[config.mk]
export PLATFORM = sky130hd
export DESIGN_NAME = vtg_pattern_gen
export DESIGN_NICKNAME = d
export VERILOG_FILES = /design/src/rtl/vtg_pattern_gen.sv
export SDC_FILE = /design/constraint.sdc
export NUM_CORES = 1
export LEC_CHECK = 0
export ABC_AREA = 1
export BUFFER_PORTS_ARGS = -buffer_cell sky130_fd_sc_hd__clkbuf_2
export CORE_MARGIN = 2
export CORE_UTILIZATION = 40
export DETAILED_ROUTE_END_ITERATION = 16
export PLACE_DENSITY_LB_ADDON = 0.08
export SKIP_CTS_REPAIR_TIMING = 1
export SYNTH_ARGS = -nofsm -noshare
export SYNTH_HDL_FRONTEND = slang
export SYNTH_SLANG_ARGS = --single-unit
[constraint.sdc]
create_clock -name px_clk -period 3.2 [get_ports px_clk]
set_clock_uncertainty 0.15 [all_clocks]
set_input_delay 0.64 -clock px_clk [delete_from_list [all_inputs] [get_ports px_clk]]
set_output_delay 0.64 -clock px_clk [all_outputs]
set_load 0.01 [all_outputs]
[src/rtl/vtg_pattern_gen.sv]
`default_nettype none
// ============================================================================
// Module   : vtg_pattern_gen
// Purpose  : Video timing generator with selectable test patterns. Produces
//            hsync/vsync/data-valid for a parametrised raster, frame-start and
//            line-end markers, and starts/stops only on frame boundaries.
// Revision : 1.0  initial release
// ============================================================================
module vtg_pattern_gen #(
  parameter int   HACT   = 640,
  parameter int   HFP    = 16,
  parameter int   HSP    = 96,
  parameter int   HBP    = 48,
  parameter int   VACT   = 480,
  parameter int   VFP    = 11,
  parameter int   VSP    = 2,
  parameter int   VBP    = 31,
  parameter logic HS_POL = 1'b0,
  parameter logic VS_POL = 1'b0,
  parameter int   DW     = 8,
  parameter int   CW     = 12
) (
  input  logic            px_clk,
  input  logic            sys_rst,
  input  logic            en_i,
  input  logic [2:0]      mode_i,
  input  logic [3*DW-1:0] solid_i,
  output logic            hsync_o,
  output logic            vsync_o,
  output logic            dval_o,
  output logic            sof_o,
  output logic            eol_o,
  output logic [DW-1:0]   rdata_o,
  output logic [DW-1:0]   gdata_o,
  output logic [DW-1:0]   bdata_o,
  output logic [15:0]     frame_cnt_o,
  output logic            busy_o
);

  localparam int c_HTOT = HSP + HBP + HACT + HFP;
  localparam int c_VTOT = VSP + VBP + VACT + VFP;
  // x needs at least 6 bits for the 32-pixel checker and DW bits for ramps
  localparam int c_XW   = (DW > 6) ? DW : 6;

  localparam logic [CW-1:0] c_H_LAST     = CW'(c_HTOT - 1);
  localparam logic [CW-1:0] c_V_LAST     = CW'(c_VTOT - 1);
  localparam logic [CW-1:0] c_H_SYNC_END = CW'(HSP);
  localparam logic [CW-1:0] c_V_SYNC_END = CW'(VSP);
  localparam logic [CW-1:0] c_H_ACT_BEG  = CW'(HSP + HBP);
  localparam logic [CW-1:0] c_H_ACT_END  = CW'(HSP + HBP + HACT);
  localparam logic [CW-1:0] c_H_ACT_LAST = CW'(HSP + HBP + HACT - 1);
  localparam logic [CW-1:0] c_V_ACT_BEG  = CW'(VSP + VBP);
  localparam logic [CW-1:0] c_V_ACT_END  = CW'(VSP + VBP + VACT);
  localparam logic [CW-1:0] c_BAR_LAST   = CW'(HACT / 8 - 1);
  localparam logic [DW-1:0] c_FULL       = {DW{1'b1}};

  typedef enum logic [0:0] {
    S_IDLE = 1'b0,
    S_RUN  = 1'b1
  } state_t;

  state_t          r_state;
  state_t          w_state_nxt;
  logic [CW-1:0]   r_hcnt;
  logic [CW-1:0]   r_vcnt;
  logic [CW-1:0]   w_hcnt_nxt;
  logic [CW-1:0]   w_vcnt_nxt;
  logic            w_fcnt_inc;
  logic [15:0]     r_frame_cnt;
  logic [2:0]      r_mode;
  logic [3*DW-1:0] r_solid;
  logic [CW-1:0]   r_bar_px;
  logic [2:0]      r_bar_idx;

  logic            w_run;
  logic            w_h_last;
  logic            w_v_last;
  logic            w_h_act;
  logic            w_v_act;
  logic            w_act;
  logic            w_hs_on;
  logic            w_vs_on;
  logic            w_frame_top;
  logic [c_XW-1:0] w_x;
  logic            w_y5;
  logic [DW-1:0]   w_ramp;
  logic [DW-1:0]   w_r;
  logic [DW-1:0]   w_g;
  logic [DW-1:0]   w_b;

  logic            r_hsync;
  logic            r_vsync;
  logic            r_dval;
  logic            r_sof;
  logic            r_eol;
  logic [DW-1:0]   r_rdata;
  logic [DW-1:0]   r_gdata;
  logic [DW-1:0]   r_bdata;

  assign w_run       = (r_state == S_RUN);
  assign w_h_last    = (r_hcnt == c_H_LAST);
  assign w_v_last    = (r_vcnt == c_V_LAST);
  assign w_h_act     = (r_hcnt >= c_H_ACT_BEG) && (r_hcnt < c_H_ACT_END);
  assign w_v_act     = (r_vcnt >= c_V_ACT_BEG) && (r_vcnt < c_V_ACT_END);
  assign w_act       = w_run && w_h_act && w_v_act;
  assign w_hs_on     = w_run && (r_hcnt < c_H_SYNC_END);
  assign w_vs_on     = w_run && (r_vcnt < c_V_SYNC_END);
  assign w_frame_top = w_run && (r_hcnt == '0) && (r_vcnt == '0);

  // Pixel coordinates relative to the active window; only bit 5 of y matters
  assign w_x    = c_XW'(r_hcnt) - c_XW'(HSP + HBP);
  assign w_y5   = ((c_XW'(r_vcnt) - c_XW'(VSP + VBP)) & c_XW'(32)) != '0;
  assign w_ramp = w_x[DW-1:0] + r_frame_cnt[DW-1:0];

  // Next-state and counter sequencing; stopping only at the last frame pixel
  always_comb begin
    w_state_nxt = r_state;
    w_hcnt_nxt  = r_hcnt;
    w_vcnt_nxt  = r_vcnt;
    w_fcnt_inc  = 1'b0;
    case (r_state)
      S_IDLE: begin
        w_hcnt_nxt = '0;
        w_vcnt_nxt = '0;
        if (en_i) begin
          w_state_nxt = S_RUN;
        end
      end
      S_RUN: begin
        if (w_h_last) begin
          w_hcnt_nxt = '0;
          if (w_v_last) begin
            w_vcnt_nxt = '0;
            w_fcnt_inc = 1'b1;
            if (!en_i) begin
              w_state_nxt = S_IDLE;
            end
          end else begin
            w_vcnt_nxt = r_vcnt + 1'b1;
          end
        end else begin
          w_hcnt_nxt = r_hcnt + 1'b1;
        end
      end
      default: begin
        w_state_nxt = S_IDLE;
        w_hcnt_nxt  = '0;
        w_vcnt_nxt  = '0;
      end
    endcase
  end

  // State, raster counters and completed-frame counter
  always_ff @(posedge px_clk) begin
    if (sys_rst) begin
      r_state     <= S_IDLE;
      r_hcnt      <= '0;
      r_vcnt      <= '0;
      r_frame_cnt <= '0;
    end else begin
      r_state <= w_state_nxt;
      r_hcnt  <= w_hcnt_nxt;
      r_vcnt  <= w_vcnt_nxt;
      if (w_fcnt_inc) begin
        r_frame_cnt <= r_frame_cnt + 16'd1;
      end
    end
  end

  // Shadow pattern controls, latched once per frame so a frame never tears
  always_ff @(posedge px_clk) begin
    if (sys_rst) begin
      r_mode  <= 3'd0;
      r_solid <= '0;
    end else if (w_frame_top) begin
      r_mode  <= mode_i;
      r_solid <= solid_i;
    end
  end

  // Colour-bar position: pixel-within-bar and bar index, cleared outside active
  always_ff @(posedge px_clk) begin
    if (sys_rst || !(w_run && w_h_act)) begin
      r_bar_px  <= '0;
      r_bar_idx <= 3'd0;
    end else if (r_bar_px == c_BAR_LAST) begin
      r_bar_px  <= '0;
      r_bar_idx <= r_bar_idx + 3'd1;
    end else begin
      r_bar_px <= r_bar_px + 1'b1;
    end
  end

  // Pattern colour for the current counter position
  always_comb begin
    w_r = '0;
    w_g = '0;
    w_b = '0;
    case (r_mode)
      3'd1: begin
        w_r = r_solid[3*DW-1:2*DW];
        w_g = r_solid[2*DW-1:DW];
        w_b = r_solid[DW-1:0];
      end
      3'd2: begin
        // Bar order W,Y,C,G,M,R,B,K maps to inverted index bits
        w_r = {DW{~r_bar_idx[1]}};
        w_g = {DW{~r_bar_idx[2]}};
        w_b = {DW{~r_bar_idx[0]}};
      end
      3'd3: begin
        w_r = w_x[DW-1:0];
        w_g = w_x[DW-1:0];
        w_b = w_x[DW-1:0];
      end
      3'd4: begin
        if (w_x[5] ^ w_y5) begin
          w_r = c_FULL;
          w_g = c_FULL;
          w_b = c_FULL;
        end
      end
      3'd5: begin
        w_r = w_ramp;
        w_g = w_ramp;
        w_b = w_ramp;
      end
      default: begin
        w_r = '0;
        w_g = '0;
        w_b = '0;
      end
    endcase
  end

  // Output register stage; everything leaves one cycle after its position
  always_ff @(posedge px_clk) begin
    if (sys_rst) begin
      r_hsync <= ~HS_POL;
      r_vsync <= ~VS_POL;
      r_dval  <= 1'b0;
      r_sof   <= 1'b0;
      r_eol   <= 1'b0;
      r_rdata <= '0;
      r_gdata <= '0;
      r_bdata <= '0;
    end else begin
      r_hsync <= w_hs_on ? HS_POL : ~HS_POL;
      r_vsync <= w_vs_on ? VS_POL : ~VS_POL;
      r_dval  <= w_act;
      r_sof   <= w_act && (r_hcnt == c_H_ACT_BEG) && (r_vcnt == c_V_ACT_BEG);
      r_eol   <= w_act && (r_hcnt == c_H_ACT_LAST);
      r_rdata <= w_act ? w_r : '0;
      r_gdata <= w_act ? w_g : '0;
      r_bdata <= w_act ? w_b : '0;
    end
  end

  assign hsync_o     = r_hsync;
  assign vsync_o     = r_vsync;
  assign dval_o      = r_dval;
  assign sof_o       = r_sof;
  assign eol_o       = r_eol;
  assign rdata_o     = r_rdata;
  assign gdata_o     = r_gdata;
  assign bdata_o     = r_bdata;
  assign frame_cnt_o = r_frame_cnt;
  assign busy_o      = w_run;

endmodule
`default_nettype wire

== Word-level counts from Yosys, hierarchy flattened ==
Index checks and enable logic that the tools add are counted.
Widths: inputs -> output; s select.

* Flip-flop bits (word level): 112
* Latch bits: 0
* Bits in writable memories: 0
* ROM bits: 0
* Input port bits: 30
* Logic and storage cells: 83
* Memories: 0

* Add/subtract/negate cells: 8
* Multipliers: 0
* Div/mod/pow operators: 0
* Order comparisons: 6
* Equal/unequal tests: 12
* Shift-type cells: 0
* Mux-type cells: 18
* Bitwise gates (word level): 6
* Reductions and logical operators: 17

{| class="wikitable"
|+ Operator list
! kind !! number
|-
| $pmux 8 s5 || 3
|-
| $pmux 12 s2 || 2
|-
| $add 12x1->12 const B || 3
|-
| $eq 12x10->1 const B || 3
|-
| $mux 12 || 3
|-
| $logic_not 12->1 || 2
|-
| $lt 12x10->1 const B || 2
|-
| $add 16x1->16 const B || 1
|-
| $eq 12x6->1 const B || 1
|-
| $eq 12x7->1 const B || 1
|-
| $eq 12x8->1 const B || 1
|-
| $ge 12x6->1 const B || 1
|-
| $ge 12x8->1 const B || 1
|-
| $lt 12x2->1 const B || 1
|-
| $lt 12x7->1 const B || 1
|-
| $logic_and 1x1->1 || 11
|-
| $add 8x8->8 || 1
|-
| $mux 1 || 8
|-
| $mux 8 || 1
|-
| $sub 8x8->8 const B || 1
|-
| $eq 3x2->1 const B || 2
|-
| $eq 3x3->1 const B || 2
|-
| $sub 6x6->6 const B || 1
|-
| $not 1->1 || 5
|-
| other kinds (8) || 9
|}

== Depth between registers and ports, before layout ==
* Depth in word-level cells: 6
* Gate-level depth with buffers: 15

== Least setup slack after synthesis ==
No wires, ideal clock.

* Path kind: register -> register
* Start: reg r_hcnt[4]
* End: reg r_bdata[7], in the netlist bdata_o[7]
* Library setup time: 109 ps
* Arrival: 2002 ps
* Setup slack: 939 ps
* Stages on the path, launching flop included: 16
* Period minus slack after synthesis: 2261 ps
* Cell sequence: dfxtp_1 -> inv_1 -> ha_1 -> or2_2 -> nand2_1 -> ha_1 -> nand2_1 -> inv_1 -> a21oi_1 -> nand2_1 -> inv_1 -> nand2_1 -> nand3_1 -> nand3_1 -> nand2_1 -> inv_1

* Cells in the longest elaborated chain, start to end: 6

{| class="wikitable"
|+ RTL lines
! item !! line !! RTL
|-
| from (decl) || 64 || <nowiki>logic [CW-1:0] r_hcnt;</nowiki>
|-
| from (signal assigned) || 162 || <nowiki>r_hcnt <= w_hcnt_nxt;</nowiki>
|-
| branches (longest 6 deep; another with $sub 8x8->8) || -- ||
|-
| to (signal assigned) || 255 || <nowiki>r_bdata <= w_act ? w_b : '0;</nowiki>
|-
| to (decl) || 98 || <nowiki>logic [DW-1:0] r_bdata;</nowiki>
|}

Parallel ways; which one is timed is not known.
A chain may end at the register's enable or synchronous reset.

== Final worst setup path ==
* Start: reg r_hcnt[4]
* End: reg r_gdata[7], in the netlist gdata_o[7]

* Cells in the longest elaborated chain, start to end: 6

{| class="wikitable"
|+ RTL lines
! item !! line !! RTL
|-
| branches (longest 6 deep; another with $sub 8x8->8) || -- ||
|-
| to (signal assigned) || 254 || <nowiki>r_gdata <= w_act ? w_g : '0;</nowiki>
|-
| to (decl) || 97 || <nowiki>logic [DW-1:0] r_gdata;</nowiki>
|}

Parallel ways; which one is timed is not known.

==> impl_metrics.json <==
{
  "status": "finished, final reports clean",
  "cp.required_ns": 3.31,
  "crit_chain": "inv_1 -> ha_1 -> or2_2 -> nand2_1 -> ha_1 -> nand2_1 -> inv_1 -> a21oi_1 -> nand2_1 -> inv_1 -> nand2_1 -> nand3_1 -> nand3_1 -> nand2_1 -> inv_1",
  "antenna_found_initial": 0,
  "avgSynthCellArea_um2": 7.093,
  "mostFrequentLayoutCell": "nand2_1",
  "tritoncts": "built",
  "clk_pin_slew_ns": 0.07,
  "critPathArrivalTime_ns": 2.62,
  "yosysWarningCount": 0,
  "grt-ovfl-total": 0,
  "ff2ff_setup_slack_ns": 0.69,
  "reg2reg_to": "gdata_o[7]",
  "final_hold_viol_count": 0,
  "setup_ws_ns": 0.6856,
  "leakagePower_nw": 2.812,
  "gp_congestion": 0.9746,
  "nNetsFinal": 910,
  "clock_latency_ns": 0.36,
  "holdWs_ns": 0.3103,
  "crit_path_start_kind": "flop",
  "grt_max_degree": 24,
  "die_width_um": 122.4,
  "synth_flop_cell": "dfxtp_1",
  "via_per_inst": 4.936,
  "crit_type": "reg -> reg",
  "final_cells": 1044,
  "final_cell_mix": "nand2_1 (136), nor2_1 (133), dfxtp_1 (112), inv_1 (102), clkbuf_2 (75)",
  "clock_path_buffers": 2,
  "area_growth_pct": 14.09,
  "core.rowCount": 43,
  "relSlewSlack_pct": 59.54,
  "p_per_area_mw_per_mm2": 429.8,
  "numPortBuffers": 75,
  "ir_worst_vdd_mv": 0.2408,
  "period_minus_slack_ns": 2.514,
  "crit_path_end_kind": "flop",
  "fmax_mhz": 397.7,
  "diodes": 0,
  "hold_end": "r_solid[21]",
  "drv_slew": 0,
  "layout-drive-gt1-share_pct": 16.09,
  "tightestPinTransition_ns": 0.6046,
  "final_util_pct": 46.48,
  "holdPathStages": 2,
  "first_pass_iters": 5,
  "drc_errors": 0,
  "r2r_cells": 15,
  "ys_ff_latch": 112,
  "h-tree-depth": 3,
  "wirelength_um": 14040,
  "finalSetupViolations": 0,
  "period_share_pct": 78.58,
  "post-place-ws_ns": 0.7149,
  "cts-root-buf": "clkbuf_16",
  "grt_pass1_wl_um": 22650,
  "yosysSeqAreaShare_pct": 39.96,
  "wl_per_cell_um": 13.44,
  "hold_start": "r_solid[21]",
  "final_antenna_net_count": 0,
  "die_area_mm2": 0.01499,
  "timing.rr.start": "r_hcnt[4]",
  "worstPathMaxFanout": 7,
  "fp.dieH_um": 122.4,
  "drt_iter0_drc": 280,
  "netlist_instances": 791,
  "rsz0062_at_grt": "false",
  "cpPeakStageDelay_ns": 0.46,
  "cts_buffers": 9,
  "clkSinkCount": 112,
  "start_util_pct": 40.73,
  "synth_cell_type_count": 41,
  "cap_violations": 0,
  "hp-class": "reg -> reg",
  "crit_slowest_cell": "dfxtp_1",
  "synth_nets": 840,
  "place_inst": 1030,
  "grt_pass1_vias": 4698,
  "grtUsageTotal_pct": 19.24,
  "crit_top_cell": "nand2_1",
  "synth_edf_count": 0,
  "finalSetupTns_ns": 0,
  "io_pins": 76,
  "core_mm2": 0.01377,
  "vias": 5153,
  "synth-async-reset-ratio_pct": 0,
  "syn_area_mm2": 0.005610,
  "place_hpwl_um": 10620
}
## power breakdown
part | total, W | internal (W) | switching [W] | leakage, nW
registers | 0.00145 | 0.00143 | 0.0000176 | 0.909
clock network | 0.00104 | 0.000525 | 0.000515 | 0.129
logic | 0.000261 | 0.0000885 | 0.000173 | 1.77
## synth_stat cells, types with 3 or more instances
cell | count | area, um^2
o211ai_1 | 4 | 30.03
or2_2 | 7 | 43.79
ha_1 | 18 | 225.2
o21ai_0 | 30 | 150.1
nor3_1 | 37 | 185.2
clkbuf_1 | 9 | 33.78
nand2_1 | 136 | 510.5
nor2_1 | 133 | 499.2
nand3_1 | 56 | 280.3
o22ai_1 | 3 | 18.77
nor3b_1 | 3 | 22.52
nand4_1 | 8 | 50.05
a21oi_1 | 30 | 150.1
nor2_2 | 5 | 31.28
o21ai_1 | 3 | 15.01
dfxtp_1 | 112 | 2242
nand2_2 | 14 | 87.58
inv_1 | 102 | 382.9
xor2_1 | 14 | 122.6
xnor2_1 | 4 | 35.03
a211oi_1 | 22 | 165.2
buf_2 | 9 | 45.04
a21oi_2 | 11 | 96.34
## kinds of logic (layout without fill, tap and decap cells)
family,Yosys count,count (layout),share of synthesized area [%]
buf+inv,127,200,9.099
simple gates,408,408,32.02
xor+xnor,18,18,2.810
fa+ha+maj,19,19,4.371
flops,112,112,39.96
compound gates,107,107,11.73
## registers in the layout, indices dropped and copies added (netlist names)
| signal | cells |
|---|---|
| bdata_o | 8 |
| busy_o | 1 |
| dval_o | 1 |
| eol_o | 1 |
| frame_cnt_o | 16 |
| gdata_o | 8 |
| hsync_o | 1 |
| r_bar_idx | 3 |
| r_bar_px | 12 |
| r_hcnt | 12 |
| r_mode | 3 |
| r_solid | 24 |
| r_vcnt | 12 |
| rdata_o | 8 |
| sof_o | 1 |
| vsync_o | 1 |
## per-stage QoR
| step | power [W] | instance area [um^2] |
|---|---|---|
| after detailed placement | 0.001744 | 6141 |
| after global placement | 0.001742 | 6141 |
| after floorplan | 0.001663 | 5610 |
| after global routing | 0.002879 | 6401 |
| after CTS | 0.002788 | 6401 |
| final | 0.002751 | 6401 |
## how the worst max path moves through the flow
stage / from / endpoint / slack, ns / depth (start not counted)
floorplan: r_hcnt[4] / bdata_o[7] / 0.94 / 15
global placement: r_hcnt[4] / gdata_o[6] / 0.74 / 13
detailed placement: r_hcnt[4] / bdata_o[7] / 0.71 / 15
CTS: r_hcnt[4] / bdata_o[7] / 0.70 / 15
global route: r_hcnt[4] / gdata_o[7] / 0.39 / 15
finish: r_hcnt[4] / gdata_o[7] / 0.69 / 15
## worst max-delay path, delay by kind of cell (launching register included)
family / cells / cell delay [ns]
compound gates: 1 / 0.13
flops: 1 / 0.46
buf+inv: 4 / 0.30
fa+ha+maj: 2 / 0.52
simple gates: 8 / 0.87
## final cells by class
class / count / area (um^2)
clock inverters: 4 / 31.28
flip-flops and latches: 112 / 2242
fillers: 1430 / 7372
multi-input cells: 552 / 2863
well taps: 180 / 225.2
inverters: 107 / 405.4
repair buffers: 79 / 405.4
clock buffers: 10 / 229.0
## metal layers
layer / global-route usage [%] / share of wire (%) / up-vias
met5: 0 / 0 / -
li1: - / - / 2690
met4: 4.670 / 0.95 / 0
met3: 4.879 / 5.3 / 9
met1: 25.20 / 48 / 2336
met2: 31.77 / 45 / 118
No activity file was read; power rests on OpenSTA's default activity.
